==> src/rtl/mag_comp_serial.sv <==
// mag_comp_serial
//   Digit-serial magnitude comparator. Two WIDTH-bit operands are compared
//   MSB-first, DIGIT bits per clock, behind a start/busy/done handshake.
//   Signed operands are mapped to offset binary by flipping the MSB, so
//   the serial engine only ever performs an unsigned compare.
//
//   WIDTH must be a multiple of DIGIT; N = WIDTH/DIGIT digits per compare.
//   EARLY_EXIT=1 stops at the first differing digit. EARLY_EXIT=0 always
//   walks all N digits, giving data-independent latency.
//
// Ports
//   clk          clock, rising edge
//   rst_n        asynchronous active-low reset
//   start        compare request, accepted in IDLE or DONE
//   a, b         operands, captured on the accept edge
//   signed_mode  1 = two's complement, 0 = unsigned; captured with operands
//   busy         high while comparing
//   done         one-cycle pulse after a result is written
//   eq, gt, lt   registered result of the last compare (exactly one high)
//   cycles       digits examined by the last compare
//
// state | meaning
// IDLE  | waiting for start
// CMP   | consuming one digit per clock
// DONE  | result valid, done pulse; start here is accepted back-to-back
module mag_comp_serial #(
  parameter  int WIDTH      = 8,
  parameter  int DIGIT      = 2,
  parameter  int EARLY_EXIT = 1,
  localparam int N          = WIDTH / DIGIT,
  localparam int CW         = $clog2(N + 1)
) (
  input  logic             clk,
  input  logic             rst_n,
  input  logic             start,
  input  logic [WIDTH-1:0] a,
  input  logic [WIDTH-1:0] b,
  input  logic             signed_mode,
  output logic             busy,
  output logic             done,
  output logic             eq,
  output logic             gt,
  output logic             lt,
  output logic [CW-1:0]    cycles
);

  typedef enum logic [1:0] {
    IDLE = 2'd0,
    CMP  = 2'd1,
    DONE = 2'd2
  } state_t;

  localparam logic [CW-1:0]    N_C      = CW'(N);
  localparam logic [WIDTH-1:0] MSB_MASK = WIDTH'(1) << (WIDTH - 1);

  state_t           state, state_nxt;
  logic [WIDTH-1:0] sa, sb;
  logic [CW-1:0]    cnt;
  logic             found, found_gt;

  logic [DIGIT-1:0] dig_a, dig_b;
  logic             dig_diff, dig_gt;
  logic [CW-1:0]    cnt_inc;
  logic             last_digit, cmp_last, accept;

  assign dig_a      = sa[WIDTH-1 -: DIGIT];
  assign dig_b      = sb[WIDTH-1 -: DIGIT];
  assign dig_diff   = (dig_a != dig_b);
  assign dig_gt     = (dig_a > dig_b);
  assign cnt_inc    = cnt + 1'b1;
  assign last_digit = (cnt_inc == N_C);
  // With early exit, found is never set while still in CMP, so the current
  // digit alone decides the exit.
  assign cmp_last   = (EARLY_EXIT != 0) ? (last_digit || dig_diff) : last_digit;
  assign accept     = start && (state != CMP);

  assign busy = (state == CMP);
  assign done = (state == DONE);

  always_ff @(posedge clk or negedge rst_n) begin
    if (!rst_n) state <= IDLE;
    else        state <= state_nxt;
  end

  always_comb begin
    state_nxt = state;
    case (state)
      IDLE:    if (start) state_nxt = CMP;
      CMP:     if (cmp_last) state_nxt = DONE;
      DONE:    state_nxt = start ? CMP : IDLE;
      default: state_nxt = IDLE;
    endcase
  end

  always_ff @(posedge clk or negedge rst_n) begin
    if (!rst_n) begin
      sa       <= '0;
      sb       <= '0;
      cnt      <= '0;
      found    <= 1'b0;
      found_gt <= 1'b0;
      eq       <= 1'b0;
      gt       <= 1'b0;
      lt       <= 1'b0;
      cycles   <= '0;
    end else if (accept) begin
      sa       <= a ^ (signed_mode ? MSB_MASK : '0);
      sb       <= b ^ (signed_mode ? MSB_MASK : '0);
      cnt      <= '0;
      found    <= 1'b0;
      found_gt <= 1'b0;
    end else if (state == CMP) begin
      cnt <= cnt_inc;
      sa  <= sa << DIGIT;
      sb  <= sb << DIGIT;
      if (!found && dig_diff) begin
        found    <= 1'b1;
        found_gt <= dig_gt;
      end
      if (cmp_last) begin
        // The first differing digit wins; later digits never override it.
        eq     <= !(found || dig_diff);
        gt     <= found ? found_gt  : (dig_diff && dig_gt);
        lt     <= found ? !found_gt : (dig_diff && !dig_gt);
        cycles <= cnt_inc;
      end
    end
  end

endmodule

==> config.mk <==
export PLATFORM = sky130hd
export DESIGN_NAME = mag_comp_serial
export DESIGN_NICKNAME = d
export VERILOG_FILES = /design/src/rtl/mag_comp_serial.sv
export SDC_FILE = /design/constraint.sdc
export NUM_CORES = 1
export LEC_CHECK = 0
export ABC_AREA = 1
export BUFFER_PORTS_ARGS = -buffer_cell sky130_fd_sc_hd__buf_2
export CORE_ASPECT_RATIO = 0.75
export CORE_UTILIZATION = 51
export DETAILED_ROUTE_END_ITERATION = 8
export PLACE_DENSITY = 0.73
export SLEW_MARGIN = 20
export SYNTH_ARGS = -nofsm -noshare
export SYNTH_HDL_FRONTEND = slang
export SYNTH_SLANG_ARGS = --single-unit
==> constraint.sdc <==
create_clock -name clk -period 4.4 [get_ports clk]
set_clock_uncertainty 0.1 [all_clocks]
set_input_delay 0.22 -clock clk [delete_from_list [all_inputs] [get_ports clk]]
set_output_delay 0.22 -clock clk [all_outputs]
set_load 0.1 [all_outputs]
==> results.toml <==
[status]
run_status = "complete, no violations"

[clock_tree]
tritoncts = "yes"
cts_resized = 0
clkTransAtPathRegs_ns = 0.09
h-tree-depth = 2
root_buffer = "clkbuf_4"
insertion_delay_ns = 0.32
cts_num_sinks = 29
cts.path.max_buffers = 2
cts_buffers = 5

[die]
die_area_sq_um = 2870
design.core.area_sq_um = 2400
die_x_microns = 61.5
rows = 15
die_h_microns = 46.6
start_util_pct = 56.4
io_pins = 28

[synth]
synth.ff_latch_count = 29
netlist_area_sq_um = 1360
netlist_instances = 154
synth.yosys.seq_area_share_pct = 53.6
synth_most_common_cell = "nand2_1"
synth-main-ff-cell = "dfrtp_1"
synth_top_cell_by_area = "dfrtp_1"
synth-edff-count = 0
avgSynthCellArea_sq_um = 8.80
netlist_top_cells_area = "dfrtp_1 54%, nand2_1 16%, inv_1 6.1%"
ys_types = 20
synth_fp_nets = 178
synth_warnings = 0
yosysTopAreaCellShare_pct = 53.6
synthArstFlopShare_pct = 100
synth_common_cells = "56 x nand2_1, 29 x dfrtp_1, 22 x inv_1"

[routing]
dr.pass1.iters = 4
wl_mm = 2.62
num_vias = 1101
wire_per_inst_microns = 11.8
drt_iter0_markers = 75
drc = 0
viasPerCell = 4.96
ant_nets = 0

[worst_setup_path]
crit_type = "reg2out"
path_max_fanout = 18
slowest_delay_ns = 0.51
cp_num_buf_inv = 2
r2r_cells = 7
crit_cells = 3
crit_chain = "inv_1 > nor2_4 > buf_2"
cp_slowest_cell = "buf_2"
critPathTopFamily = "buffers and inverters"
ff2ff_setup_slack_ns = 2.66
cp.arrival_ns = 1.68
worstSetupStartpointType = "flop"
critPathRequiredTime_ns = 4.08
endpoint_kind = "output port"

[sta]
achievable-frequency_mhz = 499
slew_headroom_pct = 58.8
drv_slew = 0
period_needed_ns = 2.00
finalHoldViolCount = 0
rsz0062_at_grt = "no"
fin_crit_sh_pct = 45.5
tightestPinTransition_ns = 0.618
tns_ns = 0
setup_violations = 0

[finish]
nNetsFinal = 211
layout-drive-gt1-share_pct = 19.1
fin_cells = 222
syn2layout_area_growth_pct = 16.3
num_antenna_cells = 0

[placed_design]
dp_cells = 212
gp_congestion = 0.743
portBuffers = 27
dp_hpwl_mm = 1.89

[power]
p_leak_nw = 0.842
p_per_area_nw_per_um2 = 792
vdd_drop_max_uv = 321

[run]
maxCapViolCount = 0

[global_routing]
grt_antenna_before_repair = 0
grt_pass1_vias = 996
grt_max_degree = 30
overflow = 0
gr-usage-all-layers_pct = 21.9
grt_pass1_wl_mm = 4.23

[worst_hold_path]
holdPathStages = 3
hold_class = "in2reg"
logic make-up (layout without fill, tap and decap cells):
family                   Yosys count  count (layout)  share of synthesized area (%)
adder cells (fa/ha/maj)            4               4                           3.69
AO/OA/AOI/OAI                     21              21                           10.6
AND/OR/NAND/NOR                   73              73                           22.8
XOR/XNOR                           2               2                           1.29
flip-flops                        29              29                           53.6
buffers and inverters             25              59                           8.03
timing repair:
action | 4_1_cts | 5_1_grt
endpoints found under the setup margin | 0 | 0
setup buffers | 0 | 0
hold buffers | 2 | 0
endpoints found under the hold margin | 30 | 0
area by class of cell:
| cell class | instances | area, sq um |
|---|---|---|
| inverter | 22 | 82.6 |
| sequential | 29 | 726 |
| tap | 34 | 42.5 |
| timing repair buffer | 29 | 155 |
| clock buffer | 8 | 48.8 |
| fill | 211 | 827 |
| multi-input combinational | 100 | 520 |
layer usage:
| metal | GRT usage (%) | up-vias | wire length [microns] |
|---|---|---|---|
| met5 | 0 | - | 0 |
| met4 | 9.33 | 0 | 38 |
| met3 | 9.55 | 4 | 190 |
| met2 | 32.0 | 32 | 1150 |
| met1 | 28.2 | 510 | 1230 |
| li1 | - | 555 | - |
power breakdown:
group / internal (mW) / total (mW) / switching [mW]
clock: 0.0635 / 0.150 / 0.0862
combinational: 0.160 / 0.663 / 0.503
sequential: 0.378 / 0.435 / 0.0577
cells in the final DEF, fill, tap and decap left out:
cell type / instances
and2_1: 1
o211ai_1: 8
nor2_1: 3
nor2_4: 2
buf_2: 27
nand3_1: 9
o22ai_1: 1
nand3b_1: 1
o21ai_0: 7
xor2_1: 2
nand2_2: 1
dfrtp_1: 29
clkbuf_1: 3
a22o_1: 1
o221ai_1: 2
nand2_1: 56
a21oi_2: 1
dlygate4sd3_1: 2
ha_1: 4
inv_1: 22
clkbuf_4: 5
o21bai_1: 1
worst register-to-register path, delay by kind of cell (launching register included):
kind / cells / cell delay (ns)
flip-flops: 1 / 0.40
adder cells (fa/ha/maj): 1 / 0.31
AND/OR/NAND/NOR: 5 / 0.78
buffers and inverters: 1 / 0.06
path summary, 6_finish.rpt:
path                                          to                  from
max                                         busy  state[0]$_DFFE_PN0P_
min                            sb[0]$_DFFE_PN0P_                  b[0]
max reg2reg                cycles[0]$_DFFE_PN0P_     sa[7]$_DFFE_PN0P_
min reg2reg                       gt$_DFFE_PN0P_        gt$_DFFE_PN0P_
max in group asynchronous      sa[0]$_DFFE_PN0P_                 rst_n
min in group asynchronous      sb[5]$_DFFE_PN0P_                 rst_n
registers in the layout (all words and copies together) (netlist names):
register and count:
sa 8, found_gt 1, cycles 3, sb 8
cnt 3, gt 1, state 2, lt 1
found 1, eq 1
stage by stage:
step                total power [mW]  utilization [%]  area (sq um)  hold slack, ns  worst slack [ns]
global route                    1.35             65.6          1580         0.00345              2.28
global placement                1.08             62.7          1510           0.175              2.69
finish                          1.25             65.6          1580         0.00930              2.40
CTS                             1.25             65.6          1580         0.00643              2.39
detailed placement              1.10             62.7          1510           0.173              2.67
floorplan                      0.976                -          1360          -0.176              2.39
(Power assumes the default switching activity.)
